`src/rtl/spi_master_ctrl.sv`:
```
// SPI mode-0 master: one byte per command, MSB first, full duplex.
// Chip enable stays low across a burst until a command flagged last completes.
`timescale 1ns / 1ps
module spi_master_ctrl #(
  parameter int unsigned CLK_DIV = 4,
  parameter int unsigned DATA_W  = 8
) (
  input  logic              clk,
  input  logic              rst,
  input  logic              cmd_valid,
  output logic              cmd_ready,
  input  logic [DATA_W-1:0] cmd_data,
  input  logic              cmd_last,
  output logic              rsp_valid,
  output logic [DATA_W-1:0] rsp_data,
  output logic              busy,
  output logic              spi_clk,
  output logic              spi_mosi,
  input  logic              spi_miso,
  output logic              spi_CE
);

  localparam int unsigned DivW = $clog2(CLK_DIV + 1);
  localparam int unsigned CntW = $clog2(DATA_W + 1);
  localparam logic [DivW-1:0] DivLast  = DivW'(CLK_DIV - 1);
  localparam logic [CntW-1:0] BitsLast = CntW'(DATA_W - 1);

  typedef enum logic [2:0] {
    StIdle,
    StSetup,
    StLow,
    StHigh,
    StDone,
    StHold,
    StGap
  } state_e;

  state_e state_q, state_d;
  logic [DivW-1:0]   div_q, div_d;
  logic [CntW-1:0]   bit_q, bit_d;
  logic [DATA_W-1:0] tx_q, tx_d;
  logic [DATA_W-1:0] rx_q, rx_d;
  logic [DATA_W-1:0] rsp_data_q, rsp_data_d;
  logic              last_q, last_d;
  logic              ce_q, ce_d;
  logic              sclk_q, sclk_d;
  logic              mosi_q, mosi_d;
  logic              rsp_valid_q, rsp_valid_d;
  logic              div_end;

  assign div_end = (div_q == DivLast);

  always_comb begin
    state_d     = state_q;
    div_d       = div_q;
    bit_d       = bit_q;
    tx_d        = tx_q;
    rx_d        = rx_q;
    rsp_data_d  = rsp_data_q;
    last_d      = last_q;
    ce_d        = ce_q;

    // Every timed phase runs CLK_DIV cycles and restarts the divider on exit.
    if (state_q inside {StSetup, StLow, StHigh, StHold, StGap}) begin
      div_d = div_end ? '0 : div_q + 1'b1;
    end

    unique case (state_q)
      StIdle: begin
        if (cmd_valid) begin
          tx_d    = cmd_data;
          last_d  = cmd_last;
          bit_d   = '0;
          div_d   = '0;
          ce_d    = 1'b0;
          state_d = ce_q ? StSetup : StLow;
        end
      end
      StSetup: begin
        if (div_end) state_d = StLow;
      end
      StLow: begin
        if (div_end) begin
          rx_d    = {rx_q[DATA_W-2:0], spi_miso};
          state_d = StHigh;
        end
      end
      StHigh: begin
        if (div_end) begin
          tx_d  = {tx_q[DATA_W-2:0], 1'b0};
          bit_d = bit_q + 1'b1;
          if (bit_q == BitsLast) begin
            rsp_data_d = rx_q;
            state_d    = StDone;
          end else begin
            state_d = StLow;
          end
        end
      end
      StDone: begin
        state_d = last_q ? StHold : StIdle;
      end
      StHold: begin
        if (div_end) begin
          ce_d    = 1'b1;
          state_d = StGap;
        end
      end
      StGap: begin
        if (div_end) state_d = StIdle;
      end
      default: state_d = StIdle;
    endcase

    // Pad outputs are registered from the next state so they never glitch.
    sclk_d      = (state_d == StHigh);
    mosi_d      = (state_d inside {StSetup, StLow, StHigh}) ? tx_d[DATA_W-1] : 1'b0;
    rsp_valid_d = (state_d == StDone);
  end

  always_ff @(posedge clk) begin
    if (rst) begin
      state_q     <= StIdle;
      div_q       <= '0;
      bit_q       <= '0;
      tx_q        <= '0;
      rx_q        <= '0;
      rsp_data_q  <= '0;
      last_q      <= 1'b0;
      ce_q        <= 1'b1;
      sclk_q      <= 1'b0;
      mosi_q      <= 1'b0;
      rsp_valid_q <= 1'b0;
    end else begin
      state_q     <= state_d;
      div_q       <= div_d;
      bit_q       <= bit_d;
      tx_q        <= tx_d;
      rx_q        <= rx_d;
      rsp_data_q  <= rsp_data_d;
      last_q      <= last_d;
      ce_q        <= ce_d;
      sclk_q      <= sclk_d;
      mosi_q      <= mosi_d;
      rsp_valid_q <= rsp_valid_d;
    end
  end

  assign cmd_ready = (state_q == StIdle);
  assign busy      = (state_q != StIdle);
  assign rsp_valid = rsp_valid_q;
  assign rsp_data  = rsp_data_q;
  assign spi_clk   = sclk_q;
  assign spi_mosi  = mosi_q;
  assign spi_CE    = ce_q;

endmodule

```
`config.mk`:
```
export PLATFORM = sky130hd
export DESIGN_NAME = spi_master_ctrl
export DESIGN_NICKNAME = d
export VERILOG_FILES = /design/src/rtl/spi_master_ctrl.sv
export SDC_FILE = /design/constraint.sdc
export NUM_CORES = 1
export LEC_CHECK = 0
export BUFFER_PORTS_ARGS = -buffer_cell sky130_fd_sc_hd__buf_2
export CAP_MARGIN = 20
export CORE_AREA = 2 2 59 61
export CTS_BUF_LIST = sky130_fd_sc_hd__clkbuf_16
export DETAILED_ROUTE_END_ITERATION = 16
export DIE_AREA = 0 0 61 63
export GPL_TIMING_DRIVEN = 0
export PLACE_DENSITY = 0.74
export SYNTH_ARGS = -nofsm -noshare
export SYNTH_HDL_FRONTEND = slang
export SYNTH_SLANG_ARGS = --single-unit
```
`constraint.sdc`:
```
create_clock -name clk -period 2 [get_ports clk]
set_clock_uncertainty 0.05 [all_clocks]
set_input_delay 0.4 -clock clk [delete_from_list [all_inputs] [get_ports clk]]
set_output_delay 0.4 -clock clk [all_outputs]
set_load 0.005 [all_outputs]
```
==> results by group, run 1 <==
Detailed routing
  – First-pass DRT Iterations: 4
  – Vias: 1315
  – Routed Antenna Nets: 0
  – Vias per cell: 5.177
  – # DRC: 0
  – Initial drt markers: 51
  – WL per Instance: 13.09 um
  – Routed WL: 3.326 mm

Yosys
  – Mapped Cells: 175
  – Top FF cell, synth: dfxtp_1
  – Mapped Nets: 190
  – Seq cells post-synth: 39
  – Mapped Area: 1650 um2
  – Avg Synthesized Cell Area: 9.430 um2
  – Area contributors post-synth: dfxtp_1, mux2i_1, nor2_1
  – Synth top cells by count: dfxtp_1, nor2_1, mux2i_1
  – Synthesis Warnings: 0
  – Synth cell types: 38
  – Top-area cell type share of the netlist area: 47.31%
  – Ys async rst share: 0%
  – Number of synthesized flops with an enable pin: 0
  – Top-count cell post-synth: dfxtp_1
  – Post-synthesis sequential area ratio: 47.31%
  – Area leader, netlist: dfxtp_1

Worst setup path
  – Worst reg-to-reg path cell count: 6
  – Setup CP Type: reg2out
  – Buf/Inv on CP: 3
  – FF-to-FF setup slack: 0.27 ns
  – RR Startpoint: div_q[0]
  – CP top delay family: simple AND/OR/NAND/NOR gates
  – Worst flop-to-flop path endpoint: spi_mosi
  – Startpoint Class: flip-flop
  – Critical Path Sink Type: output pin
  – CP required: 1.55 ns
  – Worst Path Max Fanout: 10
  – Slowest-stage cell, CP: or3_4
  – Max incr delay on CP: 0.36 ns
  – CP cell instances: buf_6, or3_4, inv_1, buf_2
  – Critical path arrival: 1.32 ns

Hold path
  – Worst min path class: in2reg
  – Worst Hold End: rx_q[0]
  – Worst hold path depth: 3
  – HP Start: spi_miso

Layout
  – Share of layout cells above drive strength 1: 22.12%
  – Fillers: 289
  – # diodes: 0
  – Layout Utilization: 61.09%
  – Final Instance Area: 1974 um2
  – Area Growth Syn to Fin: 19.64%
  – Nets: 222

Clocking
  – Inserted Clock Buffers: 5
  – Longest Clk Path Bufs: 2
  – Clock latency on the worst-skew pair: 0.28 ns
  – Post-CTS setup buffers: 0
  – CTS tree: yes
  – Worst-path clk slew: 0.06 ns
  – Root buffer cell: clkbuf_16
  – Hold Buf Count CTS: 0
  – Htree depth: 2
  – # clock sinks: 39
  – Cts repair resizes: 0

Power
  – NetSw: 410.5 uW
  – Combinational share of power: 9.9%
  – Sw Share: 23.50%
  – Worst vdd rail ir drop: 0.0006341 V
  – Reg power frac: 47.1%
  – Int Pwr: 1336 uW
  – Power per cell area: 884.6 nW/um2
  – Leakage: 0.0008713 uW
  – Clk pwr share: 43.0%

Floorplanning
  – FP Rows: 21
  – Io pins: 27
  – Die Width: 61 um
  – Height of the chip: 63 um
  – Die Footprint: 3843 um2
  – Initial core utilization: 51.06%
  – Core area: 3232 um2

STA
  – Min Tclk post-route: 1.768 ns
  – Max-slew violation count: 0
  – # setup viols final: 0
  – Hold_ws: 0.3100 ns
  – RSZ-0062 raised after global routing: false
  – Final WS setup: 0.2319 ns
  – Final Hold Vio Count: 0
  – Worst-Margin Slew: 0.4714 ns
  – Peak Freq: 0.5656 GHz
  – Setup TNS: 0 ns
  – Final period util: 88.40%
  – Slew Limit Headroom: 68.46%

Outcome
  – Outcome: finished clean

Global route
  – Initial antenna violation count: 0
  – Vias in the first global route: 1279
  – First-pass GRT wire length: 5.664 mm
  – All-layer global routing usage: 19.88%
  – Total gr overflow: 0
  – Largest net degree at the start of global routing: 13

Place
  – Gp weighted congestion: 0.8539
  – Cell Area, Placed: 1833 um2
  – Pre-CTS WS: 0.3279 ns
  – PortBufs: 25
  – HPWL after DPL: 2.393 mm

Job
  – MaxCap Viol Count: 0
layout make-up:
type                            instances  area, um2  area share (%)
Buffer                                 12      70.07           3.549
Clock buffer                            5      125.1           6.337
Clock inverter                          3      16.27          0.8238
Inverter                                5      18.77          0.9506
Multi-Input combinational cell        119      780.7           39.54
Sequential cell                        39      780.7           39.54
Tap cell                               46      57.56           2.915
Timing Repair Buffer                   25      125.1           6.337
registers in the layout, indices dropped and copies added (netlist names):
signal,cells
rsp_valid,1
spi_mosi,1
rsp_data,8
bit_q,4
div_q,3
spi_CE,1
last_q,1
tx_q,8
rx_q,8
spi_clk,1
state_q,3
cell usage in the layout, fill, tap and decap left out, types with 2 or more instances in the layout:
cell	netlist	final
a21oi_1	10	10
a22oi_1	6	6
buf_2	5	30
buf_6	2	2
clkbuf_1	4	4
clkbuf_16	0	5
dfxtp_1	39	39
ha_1	2	2
inv_1	5	6
mux2i_1	19	19
nand2_1	13	13
nand2b_1	3	3
nand3b_1	3	3
nor2_1	27	27
nor2b_1	6	6
nor3_1	2	2
o21ai_0	5	5
or3_1	3	3
power groups by stage:
stage | logic [uW] | clock network, uW | registers, uW
after floorplan | 124 | 0 | 836
after global placement | 168 | 0 | 837
after detailed placement | 173 | 0 | 839
after CTS | 175 | 760 | 823
after global routing | 195 | 800 | 825
final | 174 | 750 | 823
metal layers:
layer | GRT usage [%] | wire, um
met1 | 23.76 | 1436
met2 | 32.26 | 1696
met3 | 6.832 | 134
met4 | 7.337 | 59
met5 | 0 | 0
how the worst max path moves through the flow:
stage / start / end / slack [ns] / depth (start not counted)
floorplan: div_q[0] / rsp_valid / 0.48 / 6
global placement: div_q[0] / spi_mosi / 0.35 / 6
detailed placement: div_q[0] / bit_q[0] / 0.33 / 7
CTS: state_q[0] / cmd_ready / 0.23 / 4
global route: state_q[0] / cmd_ready / 0.17 / 4
finish: state_q[0] / cmd_ready / 0.23 / 4
through the flow:
step	cells	total power [uW]
after detailed placement	246	1012
after floorplan	175	960.3
final	254	1747
after CTS	254	1758
after global placement	246	1005
after global routing	254	1820
tightest hold or removal path, cell delays in order:
cell     delay (ns)
buf_2          0.08
mux2i_1        0.05
nor2_1         0.07
logic make-up after synthesis:
| family | Yosys count | synth area share, % |
|---|---|---|
| muxes | 19 | 11.52 |
| DFF | 39 | 47.31 |
| AOI/OAI and AO/OA | 31 | 12.81 |
| and+or+nand+nor | 66 | 20.93 |
| xor gates and xnor gates | 1 | 0.5308 |
| adders and majority gates | 2 | 1.516 |
| buffers and inverters | 17 | 5.383 |
No activity file was read; power rests on OpenSTA's default activity.
==> run 2, diff against run 1 <==
CELL_PAD_IN_SITES_DETAIL_PLACEMENT = 1   (was default)
CELL_PAD_IN_SITES_GLOBAL_PLACEMENT = 2   (was default)
CORE_AREA = 2 2 73 75   (was 2 2 59 61)
DIE_AREA = 0 0 75 77   (was 0 0 61 63)
PLACE_DENSITY = default   (was 0.74)
PLACE_DENSITY_LB_ADDON = 0.1   (was default)
RECOVER_POWER = 25   (was default)
==> results by group, run 2 (synthesized netlist as in run 1, its figures left out) <==
Layout
  – Area Growth Syn to Fin: 21.15%
  – FF+latch area: 780.7 um2
  – Fillers: 593
  – Multi-input gate area: 780.7 um2
  – # diodes: 0
  – Nets: 222
  – Share of layout cells above drive strength 1: 21.15%
  – Most frequent cells in the layout: dfxtp_1, buf_2, nor2_1
  – Commonest non-fill, non-tap cell in the layout: dfxtp_1

Floorplanning
  – FP Rows: 26
  – Die Width: 75 um
  – Height of the chip: 77 um
  – Initial core utilization: 33.16%
  – Io pins: 27
  – Core area: 4977 um2
  – Die Footprint: 5775 um2

Worst setup path
  – RR Startpoint: state_q[2]
  – CP Launch Point: state_q[2]
  – Setup CP Type: reg2out
  – CP required: 1.55 ns
  – Startpoint Class: flip-flop
  – Worst Path Max Fanout: 10
  – Critical path arrival: 1.39 ns
  – Critical Path Sink Type: output pin

Power
  – Power per cell area: 873.7 nW/um2
  – Worst vdd rail ir drop: 0.0003805 V
  – Leakage: 0.0008720 uW

Detailed routing
  – WL per Instance: 14.54 um
  – # DRC: 0
  – Vias per cell: 4.950
  – Routed Antenna Nets: 0
  – Initial drt markers: 41
  – Routed WL: 4.041 mm
  – First-pass DRT Iterations: 4
  – Vias: 1376

STA
  – Slew Limit Headroom: 64.45%
  – Min Tclk post-route: 1.838 ns
  – Final period util: 91.88%
  – # setup viols final: 0
  – Setup TNS: 0 ns
  – Hold_ws: 0.3070 ns
  – Final WS setup: 0.1625 ns
  – Worst-Margin Slew: 0.5312 ns
  – Final Hold Vio Count: 0
  – Peak Freq: 0.5442 GHz
  – Max-slew violation count: 0
  – RSZ-0062 raised after global routing: false

Outcome
  – Outcome: finished clean

Clocking
  – Hold Buf Count CTS: 0
  – Longest Clk Path Bufs: 2
  – CTS tree: yes
  – # clock sinks: 39
  – Post-CTS setup buffers: 0
  – Htree depth: 2
  – Inserted Clock Buffers: 5
  – Cts repair resizes: 0
  – Root buffer cell: clkbuf_16
  – Clock latency on the worst-skew pair: 0.28 ns
  – Worst-path clk slew: 0.06 ns

Global route
  – Initial antenna violation count: 0
  – Vias in the first global route: 1440
  – All-layer global routing usage: 15.28%
  – Total gr overflow: 0
  – Largest net degree at the start of global routing: 12
  – First-pass GRT wire length: 6.775 mm

Place
  – HPWL after DPL: 3.057 mm
  – Gp weighted congestion: 0.7620
  – PortBufs: 25
  – Pre-CTS WS: 0.2498 ns

Hold path
  – Worst min path class: in2reg
  – HP Start: spi_miso

Job
  – MaxCap Viol Count: 0
run 2: cell types whose count changed in the layout (fill, tap and decap cells not counted):
cell and change:
buf_2 -1, clkbuf_1 +1, clkinvlp_4 -1, inv_1 +1
run 2: per-layer routing:
metal	GRT usage (%)	vias up	part of all wire, %	routed length, um
met5	0	-	0	0
met4	8.214	0	2.8	112
met3	2.891	11	3.1	126
met2	25.09	26	50	2003
met1	18.31	668	44	1798
li1	-	671	-	-
run 2: stage by stage:
step / cells / power [uW] / instance area, um2 / util (%)
3_5_place_dp: 270 / 1021 / 1863 / 37.43
2_1_floorplan: 175 / 960.3 / 1650 / -
4_1_cts: 278 / 1777 / 2001 / 40.20
6_report: 278 / 1747 / 1999 / 40.17
5_1_grt: 278 / 1835 / 1999 / 40.17
3_3_place_gp: 270 / 1014 / 1863 / 37.43
run 2: critical path: stages, from the launching register on:
cell and delay (ns):
dfxtp_1 0.31, clkbuf_1 0.23, or3_4 0.38, inv_1 0.08, buf_2 0.11
run 2: final timing paths:
| kind | end | slack (ns) | cells past startpoint |
|---|---|---|---|
| worst max-delay path | cmd_ready | 0.16 | 4 |
| worst min-delay path | rx_q[0] | 0.31 | 3 |
| worst min register to register | tx_q[1] | 0.41 | 2 |
| worst max register to register | bit_q[3] | 0.25 | 6 |
run 2: final cells by class:
cell class              instances  area share, %
plain buffers                  12          3.442
clock inverters                 3         0.6258
inverters                       5         0.9387
well taps                      70          4.380
repair buffers                 25          6.258
clock buffers                   5          6.258
multi-input cells             119          39.05
flip-flops and latches         39          39.05
run 2: report_power, final:
group	switching [uW]	internal (uW)
registers	18.7	805
logic	102	77.0
clock network	294	450
total	415	1330
==> run 3, diff against run 2 <==
ABC_AREA = 1   (was default)
CORE_AREA = 2 2 80 82   (was 2 2 73 75)
DIE_AREA = 0 0 82 84   (was 0 0 75 77)
==> results by group, run 3 <==
Place
  – HPWL after DPL: 3.677 mm
  – Gp weighted congestion: 0.7422
  – Pre-CTS WS: 0.2463 ns
  – PortBufs: 26

Yosys
  – Ys async rst share: 0%
  – Synth top cells by count: nor2_1, nand2_1, dfxtp_1
  – Area leader, netlist: dfxtp_1
  – Post-synthesis sequential area ratio: 43.18%
  – Mapped Area: 1808 um2
  – Synthesis Warnings: 0
  – Mapped Cells: 252
  – Seq cells post-synth: 39
  – Area contributors post-synth: dfxtp_1, nor2_1, nand2_1
  – Top FF cell, synth: dfxtp_1
  – Top-count cell post-synth: nor2_1
  – Top-area cell type share of the netlist area: 43.18%
  – Mapped Nets: 267
  – Synth cell types: 27
  – Number of synthesized flops with an enable pin: 0
  – Avg Synthesized Cell Area: 7.175 um2

Layout
  – Share of layout cells above drive strength 1: 18.88%
  – # diodes: 0
  – Most frequent cells in the layout: nor2_1, nand2_1, dfxtp_1
  – Nets: 300
  – Commonest non-fill, non-tap cell in the layout: nor2_1
  – Area Growth Syn to Fin: 20.21%
  – Layout Utilization: 35.65%
  – Fillers: 770

Floorplanning
  – Core area: 6096 um2
  – FP Rows: 29
  – Die Footprint: 6888 um2
  – Height of the chip: 84 um
  – Die Width: 82 um
  – Io pins: 27
  – Initial core utilization: 29.66%

Clocking
  – Cts repair resizes: 0
  – Inserted Clock Buffers: 5
  – Clock latency on the worst-skew pair: 0.28 ns
  – Hold Buf Count CTS: 0
  – Longest Clk Path Bufs: 2
  – # clock sinks: 39
  – Htree depth: 2
  – Root buffer cell: clkbuf_16
  – Post-CTS setup buffers: 0
  – CTS tree: yes
  – Worst-path clk slew: 0.06 ns

Detailed routing
  – First-pass DRT Iterations: 4
  – Vias per cell: 4.730
  – Initial drt markers: 58
  – # DRC: 0
  – Routed WL: 4.982 mm
  – WL per Instance: 13.72 um
  – Vias: 1717
  – Routed Antenna Nets: 0

Worst setup path
  – Worst flop-to-flop path endpoint: rsp_valid
  – Slowest-stage cell, CP: dfxtp_1
  – Critical path arrival: 1.45 ns
  – Worst setup path end: cmd_ready
  – CP Launch Point: state_q[0]
  – Buf/Inv on CP: 3
  – Startpoint Class: flip-flop
  – Worst reg-to-reg path cell count: 10
  – FF-to-FF setup slack: 0.24 ns
  – Setup CP Type: reg2out
  – Critical path depth: 5
  – CP cell instances: buf_4, nor2_4, nand2_4, inv_2, buf_2
  – CP required: 1.55 ns
  – Max incr delay on CP: 0.33 ns
  – Critical Path Sink Type: output pin
  – RR Startpoint: div_q[0]
  – CP top delay family: buffers and inverters
  – Worst Path Max Fanout: 10

Power
  – Worst vdd rail ir drop: 0.0003835 V
  – Clk pwr share: 30.5%
  – Leakage: 0.0009840 uW
  – Combinational share of power: 31.9%
  – Pwr Total: 2545 uW
  – NetSw: 942.2 uW
  – Int Pwr: 1603 uW
  – Sw Share: 37.02%
  – Reg power frac: 37.6%
  – Power per cell area: 1171 nW/um2

Global route
  – Vias in the first global route: 1735
  – Initial antenna violation count: 0
  – Total gr overflow: 0
  – First-pass GRT wire length: 8.535 mm
  – All-layer global routing usage: 16.28%
  – Largest net degree at the start of global routing: 13

STA
  – Setup TNS: 0 ns
  – Peak Freq: 0.5267 GHz
  – Worst-Margin Slew: 0.5694 ns
  – RSZ-0062 raised after global routing: false
  – Final WS setup: 0.1013 ns
  – Slew Limit Headroom: 62.04%
  – Min Tclk post-route: 1.899 ns
  – Hold_ws: 0.2950 ns
  – Final period util: 94.94%
  – Final Hold Vio Count: 0
  – Max-slew violation count: 0
  – # setup viols final: 0

Outcome
  – Outcome: finished clean

Hold path
  – Worst min path class: in2reg
  – Worst hold path depth: 2

Job
  – MaxCap Viol Count: 0
-- run 3: power by group through the flow --
stage / Combinational [uW] / Clock, uW / Sequential, uW
after CTS: 825 / 802 / 958
after global placement: 830 / 0 / 970
after detailed placement: 824 / 0 / 975
after floorplan: 592 / 0 / 958
final: 812 / 776 / 956
after global routing: 947 / 835 / 975
-- run 3: worst min-delay path by stage --
stage	from	slack, ns	endpoint
CTS	rst	0.30	tx_q[6]
floorplan	tx_q[0]	0.39	tx_q[0]
finish	rst	0.30	tx_q[6]
global route	rst	0.31	tx_q[6]
global placement	tx_q[0]	0.41	tx_q[0]
detailed placement	tx_q[0]	0.41	tx_q[0]
-- run 3: area by class of cell --
type                    count  area (um2)  share of cell area [%]
well taps                  77       96.34                   4.433
clock buffers               5       125.1                   5.757
plain buffers               9       55.05                   2.533
clock inverters             3       16.27                  0.7484
inverters                  15       57.56                   2.648
multi-input cells         189       914.6                   42.08
repair buffers             26       127.6                   5.872
flip-flops and latches     39       780.7                   35.92
-- run 3: logic make-up (layout without fill, tap and decap cells) --
logic type	count (synthesis)	in the layout	synth area share, %
buf+inv	24	58	6.228
simple gates	150	150	38.20
fa+ha+maj	2	2	1.384
flops	39	39	43.18
compound gates	37	37	11.00
-- run 3: metal layers --
metal / part of all wire (%) / global-route usage (%)
met5: 0 / 0
met4: 1.1 / 4.545
met3: 2.9 / 4.329
met2: 46 / 25.06
met1: 50 / 22.21
-- run 3: metrics by stage --
stage / area [um2] / std cells
global route: 2173 / 363
floorplan: 1808 / 252
global placement: 2034 / 355
CTS: 2176 / 363
finish: 2173 / 363
detailed placement: 2034 / 355
-- run 3: worst reg2reg max path: cells and delay by family (launching register included) --
family,cells,cell delay [ns]
flip-flops,1,0.35
AND/OR/NAND/NOR,6,0.55
adder cells (fa/ha/maj),1,0.20
buffers and inverters,3,0.51
